`src/rtl/hwpf_fifo.sv`:
```
// rtl/hwpf_fifo.sv - prefetch address FIFO with duplicate filtering and multi-port insertion

package drac_pkg;
    typedef logic [39:0] addr_t;
endpackage

module hwpf_fifo #(
    parameter int QUEUE_DEPTH = 3,
    parameter int INSERTS     = 2
) (
    input  logic            clk_i,
    input  logic            rst_ni,
    input  logic            flush_i,
    input  logic            lock_i,
    input  logic            take_req_i   [INSERTS-1:0],
    input  drac_pkg::addr_t cpu_req_i    [INSERTS-1:0],
    output drac_pkg::addr_t data_cpu_o   [QUEUE_DEPTH-1:0],
    output logic            data_valid_o [QUEUE_DEPTH-1:0]
);

    localparam int PTR_W = (QUEUE_DEPTH > 1) ? $clog2(QUEUE_DEPTH) : 1;

    drac_pkg::addr_t  data_q  [QUEUE_DEPTH-1:0];
    drac_pkg::addr_t  data_d  [QUEUE_DEPTH-1:0];
    logic             valid_q [QUEUE_DEPTH-1:0];
    logic             valid_d [QUEUE_DEPTH-1:0];
    logic [PTR_W-1:0] ptr_q;
    logic [PTR_W-1:0] ptr_d;
    logic             keep    [INSERTS-1:0];
    logic [PTR_W-1:0] slot_idx;
    int               cnt;
    int               slot;
    int               sum;

    // Filter candidates against stored and earlier same-cycle addresses, then
    // pack survivors into consecutive slots starting at the write pointer.
    always_comb begin
        data_d   = data_q;
        valid_d  = valid_q;
        cnt      = 0;
        slot     = 0;
        sum      = 0;
        slot_idx = '0;
        for (int i = 0; i < INSERTS; i++) begin
            keep[i] = 1'b0;
        end
        for (int i = 0; i < INSERTS; i++) begin
            keep[i] = take_req_i[i] && !lock_i && !flush_i;
            for (int e = 0; e < QUEUE_DEPTH; e++) begin
                if (valid_q[e] && (data_q[e] == cpu_req_i[i])) begin
                    keep[i] = 1'b0;
                end
            end
            for (int j = 0; j < i; j++) begin
                if (keep[j] && (cpu_req_i[j] == cpu_req_i[i])) begin
                    keep[i] = 1'b0;
                end
            end
            if (keep[i]) begin
                // ptr + cnt never reaches 2*QUEUE_DEPTH, so one subtraction wraps it
                slot = int'(ptr_q) + cnt;
                if (slot >= QUEUE_DEPTH) begin
                    slot = slot - QUEUE_DEPTH;
                end
                slot_idx          = PTR_W'(slot);
                data_d[slot_idx]  = cpu_req_i[i];
                valid_d[slot_idx] = 1'b1;
                cnt               = cnt + 1;
            end
        end
        sum = int'(ptr_q) + cnt;
        if (sum >= QUEUE_DEPTH) begin
            sum = sum - QUEUE_DEPTH;
        end
        ptr_d = PTR_W'(sum);
        // Flush drops validity and rewinds the pointer; stale addresses are kept
        if (flush_i) begin
            for (int e = 0; e < QUEUE_DEPTH; e++) begin
                valid_d[e] = 1'b0;
            end
            ptr_d = '0;
        end
    end

    // State registers with asynchronous clear
    always_ff @(posedge clk_i or negedge rst_ni) begin
        if (!rst_ni) begin
            for (int e = 0; e < QUEUE_DEPTH; e++) begin
                data_q[e]  <= '0;
                valid_q[e] <= 1'b0;
            end
            ptr_q <= '0;
        end else begin
            data_q  <= data_d;
            valid_q <= valid_d;
            ptr_q   <= ptr_d;
        end
    end

    assign data_cpu_o   = data_q;
    assign data_valid_o = valid_q;

endmodule

```
`config.mk`:
```
export PLATFORM = sky130hd
export DESIGN_NAME = hwpf_fifo
export DESIGN_NICKNAME = d
export VERILOG_FILES = /design/src/rtl/hwpf_fifo.sv
export SDC_FILE = /design/constraint.sdc
export NUM_CORES = 1
export LEC_CHECK = 0
export ABC_CLOCK_PERIOD_IN_PS = 8000
export BUFFER_PORTS_ARGS = -buffer_cell sky130_fd_sc_hd__buf_2
export CORE_UTILIZATION = 41
export CTS_CLUSTER_SIZE = 30
export DETAILED_ROUTE_END_ITERATION = 10
export MAX_ROUTING_LAYER = met4
export PLACE_DENSITY_LB_ADDON = 0.08
export RECOVER_POWER = 100
export SLEW_MARGIN = 20
export SYNTH_ARGS = -nofsm -noshare
export SYNTH_HDL_FRONTEND = slang
export SYNTH_SLANG_ARGS = --single-unit
```
`constraint.sdc`:
```
create_clock -name clk_i -period 8 [get_ports clk_i]
set_clock_uncertainty 0.2 [all_clocks]
set_input_delay 0.8 -clock clk_i [delete_from_list [all_inputs] [get_ports clk_i]]
set_output_delay 0.8 -clock clk_i [all_outputs]
set_load 0.01 [all_outputs]
```
==> run_results.csv, run 1 <==
group,metric,value,unit
run_status,violations,"capacitance limit, slew limit",
floorplan,placement_rows,58,
floorplan,dieArea,26300,um^2
yosys,ys.flop_type,"dfrtp_1",
yosys,synth_cells,1295,
drt,routed_wl,53.9,mm
global_routing,first_global_vias,11100,
setup_path,slowest_delay,1.04,ns
layout,syn_to_final_growth,11.5,%
yosys,syn_avg_cell_area,8.13,um^2
drt,via_per_inst,6.79,
yosys,syn_nets,1390,
timing,setup_viol,0,
timing,min_period_over_period,85.6,%
worst_hold_path,min_from,"data_cpu_o[30]$_DFF_PN0_",
yosys,yosys_warnings,0,
global_routing,grt_pass1_wl,77.2,mm
clocking,root_buffer,"clkbuf_16",
drt,ant_nets,0,
power,ir_drop,123,uV
drt,first_iter_violations,1448,
yosys,ys_ff_latch,125,
yosys,synth_cell_type_count,42,
clocking,cts_resized,0,
run_status,outcome,"finished with violations",
power,intPower,2140,uW
timing,slew_violations,79,
setup_path,crit_arrival,6.94,ns
yosys,syn_area,10500,um^2
layout,multi_input_area,6460,um^2
global_routing,grt-ovfl-total,0,
setup_path,endpoint_kind,"flop",
timing,fin_tns_setup,0,ns
clocking,ctsHoldBuffers,0,
timing,rsz0062_at_grt,"no",
setup_path,r2r-start,"data_cpu_o[109]$_DFF_PN0_",
setup_path,required,8.09,ns
setup_path,crit_slowest_cell,"or4_1",
clocking,htree_levels,4,
timing,hold_viol_final,0,
power,seqPwrFrac,36.3,%
timing,fmax,146,MHz
floorplan,initial_core_util,41.8,%
yosys,synth-seq-area-share,29.7,%
setup_path,cp_max_fo,49,
layout,drive_gt1_share,10.2,%
yosys,synth-edff-count,0,
floorplan,die_h,162,um
timing,whs,0.451,ns
run,max_cap_violations,1,
layout,nets,1450,
drt,first_pass_iters,5,
clocking,cts_sinks,125,
floorplan,die_w,162,um
global_routing,grt_antenna_before_repair,0,
drt,via_count,11500,
place,hpwlAfterDp,36.0,mm
yosys,async_flop_share,100,%
power,power_density,346,nW/um^2
layout,num_antenna_cells,0,
setup_path,crit_type,"primary input to flop",
clocking,cts_tree,"yes",
setup_path,crit_family,"simple AND/OR/NAND/NOR gates",
setup_path,cp-start-kind,"primary input",
timing,min_period,6.85,ns
timing,slew_headroom,-226,%
layout,fill_cells,2618,
global_routing,grt_max_degree,92,
clocking,clk_latency,0.44,ns
clocking,post-cts-setup-buffer-count,0,
timing,worst_slew_pin_slew,4.89,ns
power,switching_share,47.3,%
setup_path,path_cells,"buf_2 > xor2_1 > nor4_1 > nand2_1 > nor4_1 > or4_1 > inv_4 > ha_1 > inv_1 > fa_1 > nand2_1 > o22ai_1 > nand3_1 > buf_4 > or3_1 > buf_4 > a31oi_1",
place,place_congestion,0.980,
drt,drc,0,
power,leakagePower,0.00413,uW
clocking,numCtsBuffers,17,
floorplan,design.core.area,25200,um^2
setup_path,worst-path-buf-inv,5,
clocking,clk_path_buf_depth,2,
worst_hold_path,hold_path_class,"flop to flop",
power,clkPwrFrac,21.5,%
clocking,clkTransAtPathRegs,0.06,ns
layout,regArea,3130,um^2
power,combPwrFrac,42.2,%
global_routing,grt_use_total,42.1,%
place,numPortBuffers,208,
floorplan,pin_count,209,
drt,wl_per_cell,31.8,um
setup_path,crit_path_start,"cpu_req_i[29]",
power,power_switching,1920,uW
-- worst paths after layout --
path                       slack, ns                        to  cells past startpoint
hold / removal                  0.45  data_cpu_o[30]$_DFF_PN0_                      2
min in group asynchronous       1.92  data_cpu_o[43]$_DFF_PN0_                      1
setup reg to reg                1.39  data_cpu_o[45]$_DFF_PN0_                     16
setup / recovery                1.15  data_cpu_o[45]$_DFF_PN0_                     17
hold reg to reg                 0.45  data_cpu_o[30]$_DFF_PN0_                      2
max in group asynchronous       2.52   data_cpu_o[8]$_DFF_PN0_                      2
-- power groups by stage --
stage	clock, uW	sequential (uW)	combinational [uW]
floorplan	0	1380	1020
global placement	0	1470	1750
detailed placement	0	1470	1760
CTS	875	1460	1770
global route	901	1500	1850
finish	873	1480	1710
-- cells by family (layout without fill, tap and decap cells) --
kind of cell / count (synthesis) / count (layout) / synth area share, %
compound gates: 268 / 268 / 14.6
xor+xnor: 269 / 269 / 22.4
fa+ha+maj: 9 / 9 / 1.21
buf+inv: 206 / 278 / 9.09
flops: 125 / 125 / 29.7
simple gates: 418 / 418 / 23.0
-- metrics by stage --
stage	power (uW)	util [%]	setup WS, ns	std cells	instance area [um^2]
floorplan	2400	-	3.30	1295	10500
global route	4250	46.6	0.999	1697	11700
finish	4060	46.6	1.15	1697	11700
detailed placement	3230	44.8	1.84	1666	11300
CTS	4100	47.3	2.31	1697	11900
global placement	3230	44.8	1.90	1666	11300
-- routing by layer --
| layer | vias up | track usage [%] | share of wire (%) |
|---|---|---|---|
| li1 | 4859 | - | - |
| met1 | 5623 | 52.6 | 39 |
| met2 | 833 | 61.8 | 44 |
| met3 | 214 | 11.8 | 12 |
| met4 | 0 | 21.7 | 5.5 |
| met5 | - | - | 0 |
-- placed cells by master, fill, tap and decap left out, types with 50 or more instances in the layout --
cell and n:
dfrtp_1 125, buf_2 84, xor2_1 113, clkbuf_1 124, xnor2_1 156, a31oi_1 120
nor4_1 159, nand3_1 136, o21ai_0 96, nand4_1 50
-- layout make-up --
class | instances | area share, %
multi-input cells | 964 | 55.1
flip-flops and latches | 125 | 26.7
inverters | 20 | 0.661
clock buffers | 18 | 3.74
clock inverters | 13 | 1.62
repair buffers | 227 | 8.74
well taps | 330 | 3.52
-- synthesized netlist by cell type (2+ instances only) --
master	count	share of area, %
nor4_1	158	9.4
xnor2_1	156	13
nand3_1	137	6.5
dfrtp_1	125	30
a31oi_1	120	7.1
xor2_1	113	9.4
o21ai_0	96	4.6
clkbuf_1	85	3.0
buf_2	78	3.7
nand4_1	50	3.0
o21ai_1	31	1.5
nand2b_1	24	1.4
inv_1	19	0.68
nand2_1	15	0.53
nor3_1	10	0.48
a21oi_1	8	0.38
buf_1	8	0.29
buf_6	8	0.86
nor2_1	8	0.29
buf_4	7	0.50
ha_1	7	0.83
o2111ai_1	4	0.33
nor4b_1	3	0.25
or3_1	3	0.18
fa_1	2	0.38
nor4_2	2	0.24
o22ai_1	2	0.12
or4_1	2	0.14
-- tightest hold or removal path, delay by kind of cell (launching register included) --
kind	cells	cell delay, ns
flops	1	0.43
compound gates	2	0.17
-- flip-flops by register name (all words and copies together) (netlist names) --
signal and cells:
data_cpu_o 120, data_valid_o 3, ptr_q 2
(Power assumes the default switching activity.)
==> run 2: changes to the inputs <==
--- a/config.mk
+++ b/config.mk
@@ -5,7 +5,7 @@
 export SDC_FILE = /design/constraint.sdc
 export NUM_CORES = 1
 export LEC_CHECK = 0
-export ABC_CLOCK_PERIOD_IN_PS = 8000
+export ABC_CLOCK_PERIOD_IN_PS = 7900
 export BUFFER_PORTS_ARGS = -buffer_cell sky130_fd_sc_hd__buf_2
 export CORE_UTILIZATION = 41
 export CTS_CLUSTER_SIZE = 30
==> constraint.sdc (replaced) <==
create_clock -name clk_i -period 7.9 [get_ports clk_i]
set_clock_uncertainty 0.2 [all_clocks]
set_input_delay 0.79 -clock clk_i [delete_from_list [all_inputs] [get_ports clk_i]]
set_output_delay 0.79 -clock clk_i [all_outputs]
set_load 0.01 [all_outputs]
==> run 2 against run 1 <==
  * Critical path type unchanged
  * Largest power group unchanged
  * Critical path depth did not move
  * The flow still finishes with violations (capacitance limit, slew limit)
  * Setup slack improved by 0.0091 ns
  * First-iteration DRC count rose by 0.14%
  * Clock power rose by 8.7%
==> run_results.csv, run 2 (synthesis results as in run 1) <==
group,metric,value,unit
setup_path,endpoint_kind,"flop",
layout,layout_common_cells,"158 x nor4_1, 156 x xnor2_1, 136 x nand3_1",
global_routing,grt-ovfl-total,0,
place,hpwlAfterDp,36.2,mm
clocking,clk_path_buf_depth,2,
layout,fin_area,11800,um^2
timing,worst_slew_pin_slew,5.26,ns
setup_path,path_cells,"buf_2 > xor2_1 > nor4_1 > nand4_1 > nor4_2 > or4_1 > inv_4 > ha_1 > inv_1 > fa_1 > o21ai_0 > nand3b_1 > o21ai_0 > nand3_2 > or3_1 > buf_4 > a31oi_1",
layout,largest_reg_flops,120,
place,pre_cts_ws,1.52,ns
global_routing,first_global_vias,11000,
clocking,ctsHoldBuffers,0,
power,power_density,357,nW/um^2
drt,first_pass_iters,5,
clocking,htree_levels,4,
floorplan,die_h,162,um
setup_path,crit_arrival,6.89,ns
drt,via_count,11700,
power,ir_drop,126,uV
clocking,root_buffer,"clkbuf_16",
drt,via_per_inst,6.88,
floorplan,initial_core_util,41.8,%
timing,rsz0062_at_grt,"no",
setup_path,cp_max_fo,41,
drt,wl_per_cell,31.8,um
place,place_congestion,0.982,
global_routing,grt_antenna_before_repair,1,
timing,min_period_over_period,85.3,%
layout,fill_cells,2517,
layout,syn_to_final_growth,11.9,%
floorplan,design.core.area,25200,um^2
clocking,post-cts-setup-buffer-count,0,
clocking,clk_latency,0.44,ns
timing,hold_viol_final,0,
clocking,numCtsBuffers,17,
setup_path,crit_type,"primary input to flop",
global_routing,grt_pass1_wl,77.3,mm
setup_path,crit_slowest_cell,"or4_1",
clocking,clkTransAtPathRegs,0.06,ns
clocking,cts_resized,0,
clocking,cts_tree,"yes",
layout,drive_gt1_share,10.0,%
setup_path,required,8.05,ns
run_status,outcome,"finished with violations",
run,max_cap_violations,4,
setup_path,crit_family,"simple AND/OR/NAND/NOR gates",
layout,final_util,46.8,%
timing,fmax,148,MHz
power,leakagePower,0.00414,uW
drt,first_iter_violations,1450,
global_routing,grt_use_total,42.2,%
setup_path,slowest_delay,1.20,ns
layout,nets,1449,
timing,slew_violations,224,
drt,routed_wl,54.0,mm
worst_hold_path,hold_path_class,"flop to flop",
drt,ant_nets,0,
timing,fin_tns_setup,0,ns
timing,whs,0.432,ns
place,numPortBuffers,208,
timing,setup_viol,0,
floorplan,pin_count,209,
setup_path,cp-start-kind,"primary input",
layout,final_common_cell,"nor4_1",
drt,drc,0,
floorplan,placement_rows,58,
timing,min_period,6.74,ns
run_status,violations,"capacitance limit, slew limit",
timing,finalWorstSetupSlack,1.16,ns
clocking,cts_sinks,125,
setup_path,worst-path-buf-inv,4,
global_routing,grt_max_degree,124,
place,place_area,11300,um^2
floorplan,die_w,162,um
floorplan,dieArea,26300,um^2
timing,slew_headroom,-251,%
setup_path,crit_top_cell,"o21ai_0",
run 2: tightest hold or removal path, stage by stage (launching register included):
cell and delay [ns]:
dfrtp_1 0.42, o21ai_0 0.09, a31oi_1 0.08
run 2: metal layers:
metal	share of wire [%]	track usage [%]
met3	12	10.4
met2	44	62.2
met5	0	-
met1	38	53.1
met4	5.5	21.7
run 2: power breakdown:
part	switching [uW]	total, uW	internal (uW)
clock	355	949	594
sequential	578	1500	921
combinational	1040	1750	711
run 2: final timing paths:
path / startpoint / to / slack [ns] / cells past startpoint
setup / recovery: cpu_req_i[8] / data_cpu_o[114]$_DFF_PN0_ / 1.16 / 17
hold reg to reg: data_cpu_o[76]$_DFF_PN0_ / data_cpu_o[76]$_DFF_PN0_ / 0.43 / 2
max in group asynchronous: rst_ni / data_cpu_o[85]$_DFF_PN0_ / 2.25 / 2
setup reg to reg: data_cpu_o[47]$_DFF_PN0_ / data_cpu_o[114]$_DFF_PN0_ / 1.29 / 16
hold / removal: data_cpu_o[76]$_DFF_PN0_ / data_cpu_o[76]$_DFF_PN0_ / 0.43 / 2
min in group asynchronous: rst_ni / data_cpu_o[51]$_DFF_PN0_ / 2.03 / 1
run 2: through the flow:
stage / total power [uW] / std cells
after global routing: 4380 / 1697
after CTS: 4230 / 1696
after floorplan: 2430 / 1295
after global placement: 3290 / 1665
final: 4200 / 1697
after detailed placement: 3280 / 1665
run 2: cell type report:
class / count / area [um^2] / area share [%]
Clock inverter: 13 / 239 / 2.03
Antenna cell: 1 / 2.50 / 0.0212
Inverter: 20 / 77.6 / 0.659
Clock buffer: 18 / 429 / 3.64
Multi-Input combinational cell: 964 / 6470 / 54.9
Sequential cell: 125 / 3130 / 26.6
Timing Repair Buffer: 226 / 1020 / 8.70
Tap cell: 330 / 413 / 3.51
==> run 3: changes to the inputs <==
--- a/config.mk
+++ b/config.mk
@@ -7,11 +7,12 @@
 export LEC_CHECK = 0
 export ABC_CLOCK_PERIOD_IN_PS = 7900
 export BUFFER_PORTS_ARGS = -buffer_cell sky130_fd_sc_hd__buf_2
+export CORE_MARGIN = 10
 export CORE_UTILIZATION = 41
 export CTS_CLUSTER_SIZE = 30
 export DETAILED_ROUTE_END_ITERATION = 10
 export MAX_ROUTING_LAYER = met4
-export PLACE_DENSITY_LB_ADDON = 0.08
+export PLACE_DENSITY = 0.7
 export RECOVER_POWER = 100
 export SLEW_MARGIN = 20
 export SYNTH_ARGS = -nofsm -noshare
==> constraint.sdc (replaced) <==
create_clock -name clk_i -period 7.9 [get_ports clk_i]
set_clock_uncertainty 0.2 [all_clocks]
set_input_delay 1.58 -clock clk_i [delete_from_list [all_inputs] [get_ports clk_i]]
set_output_delay 1.58 -clock clk_i [all_outputs]
set_load 0.01 [all_outputs]
==> run 3 against run 2 <==
  * The flow still finishes with violations (capacitance limit, slew limit)
  * Sequential share of layout area increased by 0.14 points
  * Combinational power increased by 3%
  * Cell area decreased by 0.54%
  * Utilization decreased by 0.39 points
  * Routed wire length about the same
  * Setup slack got worse by 0.13 ns
  * Fmax decreased by 1.9%
  * Clock power decreased by 9.3%
  * First-iteration DRC count increased by 30%
  * Critical path depth decreased by 2
  * Via count increased by 0.51%
  * Largest cell class unchanged
==> run_results.csv, run 3 (synthesis results as in run 1) <==
group,metric,value,unit
run_status,outcome,"finished with violations",
run_status,violations,"capacitance limit, slew limit",
timing,slew_violations,183,
layout,syn_to_final_growth,11.3,%
floorplan,initial_core_util,41.7,%
timing,worst_slew_pin_slew,4.23,ns
drt,wl_per_cell,31.8,um
setup_path,crit_path_start,"cpu_req_i[29]",
power,leakagePower,0.00412,uW
drt,first_pass_iters,7,
setup_path,required,8.02,ns
layout,nets,1449,
timing,fmax,145,MHz
global_routing,grt_max_degree,118,
layout,final_common_cell,"nor4_1",
drt,ant_nets,0,
clocking,cts_resized,0,
floorplan,dieArea,32500,um^2
drt,first_iter_violations,1879,
timing,hold_viol_final,0,
clocking,clkTransAtPathRegs,0.06,ns
global_routing,grt_antenna_before_repair,1,
clocking,numCtsBuffers,17,
run,max_cap_violations,3,
setup_path,crit_top_cell,"ha_1",
setup_path,r2r_cells,14,
setup_path,cp-start-kind,"primary input",
timing,setup_viol,0,
layout,fill_cells,2562,
layout,layout_common_cells,"158 x nor4_1, 156 x xnor2_1, 137 x nand3_1",
timing,min_period_over_period,87.0,%
clocking,clk_path_buf_depth,2,
setup_path,crit_end,"ptr_q[0]$_DFF_PN0_",
setup_path,path_cells,"buf_2 > xor2_1 > nor4_1 > nand4_1 > nor4_1 > or4_4 > clkinv_2 > clkbuf_1 > ha_1 > ha_1 > fa_1 > ha_1 > nor2_1 > xor2_1 > nor2_1",
setup_path,crit_slowest_cell,"clkbuf_1",
layout,drive_gt1_share,9.95,%
timing,min_period,6.88,ns
timing,fin_tns_setup,0,ns
setup_path,r2r-start,"data_cpu_o[64]$_DFF_PN0_",
global_routing,grt-ovfl-total,0,
setup_path,endpoint_kind,"flop",
clocking,root_buffer,"clkbuf_16",
clocking,clk_latency,0.43,ns
floorplan,die_w,180,um
floorplan,die_h,180,um
drt,via_count,11700,
layout,final_util,46.4,%
place,place_congestion,1.08,
clocking,post-cts-setup-buffer-count,0,
floorplan,pin_count,209,
setup_path,crit_arrival,6.99,ns
setup_path,crit_type,"primary input to flop",
global_routing,first_global_vias,11800,
place,hpwlAfterDp,37.4,mm
power,power_density,354,nW/um^2
floorplan,placement_rows,58,
drt,via_per_inst,6.91,
layout,largest_reg_flops,120,
timing,finalWorstSetupSlack,1.02,ns
layout,multi_input_area,6460,um^2
setup_path,slowest_delay,1.96,ns
global_routing,grt_use_total,32.5,%
clocking,htree_levels,4,
setup_path,timing.rr.end,"ptr_q[0]$_DFF_PN0_",
floorplan,design.core.area,25300,um^2
worst_hold_path,hold_path_class,"flop to flop",
timing,whs,0.436,ns
clocking,cts_sinks,125,
clocking,cts_tree,"yes",
setup_path,r2r_slack,2.04,ns
place,pre_cts_ws,1.60,ns
layout,regArea,3130,um^2
timing,slew_headroom,-182,%
drt,routed_wl,54.0,mm
power,ir_drop,149,uV
place,numPortBuffers,208,
global_routing,grt_pass1_wl,79.0,mm
clocking,ctsHoldBuffers,0,
setup_path,cp_max_fo,55,
drt,drc,0,
timing,rsz0062_at_grt,"no",
-- run 3: changes by cell type in the layout (fill, tap and decap cells not counted), moves of 2 or more --
cell	previous run	this run
clkbuf_1	126	130
clkinv_2	0	3
bufinv_16	6	4
clkinv_4	3	1
inv_1	19	17
inv_2	0	2
-- run 3: power breakdown --
group          switching [uW]  internal, uW  total, uW
Clock                     323           537        861
Combinational            1090           710       1800
Sequential                560           922       1480
Total                    1980          2170       4140
-- run 3: cell type report --
class                           count  area share [%]
Multi-Input combinational cell    964            55.2
Sequential cell                   125            26.7
Timing Repair Buffer              226            8.66
Clock buffer                       22            3.88
Tap cell                          330            3.52
Clock inverter                     10            1.39
Inverter                           20           0.651
Antenna cell                        1          0.0214
-- run 3: routing by layer --
layer	GRT usage, %	wire length, um
met5	-	0
met4	15.3	2920
met3	7.65	6040
met2	49.6	24400
met1	39.8	20600
-- run 3: worst min path at each step --
stage	endpoint	start	depth (start not counted)	slack [ns]
floorplan	data_valid_o[2]$_DFF_PN0_	data_valid_o[2]$_DFF_PN0_	2	0.41
global placement	data_cpu_o[76]$_DFF_PN0_	data_cpu_o[76]$_DFF_PN0_	2	0.41
detailed placement	data_cpu_o[35]$_DFF_PN0_	data_cpu_o[35]$_DFF_PN0_	2	0.43
CTS	data_cpu_o[35]$_DFF_PN0_	data_cpu_o[35]$_DFF_PN0_	2	0.44
global route	data_cpu_o[35]$_DFF_PN0_	data_cpu_o[35]$_DFF_PN0_	2	0.45
finish	data_cpu_o[35]$_DFF_PN0_	data_cpu_o[35]$_DFF_PN0_	2	0.44
-- run 3: critical path: cells and delay by family --
kind	cells	cell delay [ns]
XOR/XNOR	2	0.47
adder cells (fa/ha/maj)	4	1.39
buffers and inverters	3	2.40
AND/OR/NAND/NOR	6	1.10
-- run 3: stage by stage --
step	cells	cell area [um^2]	power, uW
6_report	1698	11700	4140
5_1_grt	1698	11700	4340
4_1_cts	1697	11900	4180
3_5_place_dp	1665	11300	3320
3_3_place_gp	1665	11300	3310
2_1_floorplan	1295	10500	2430
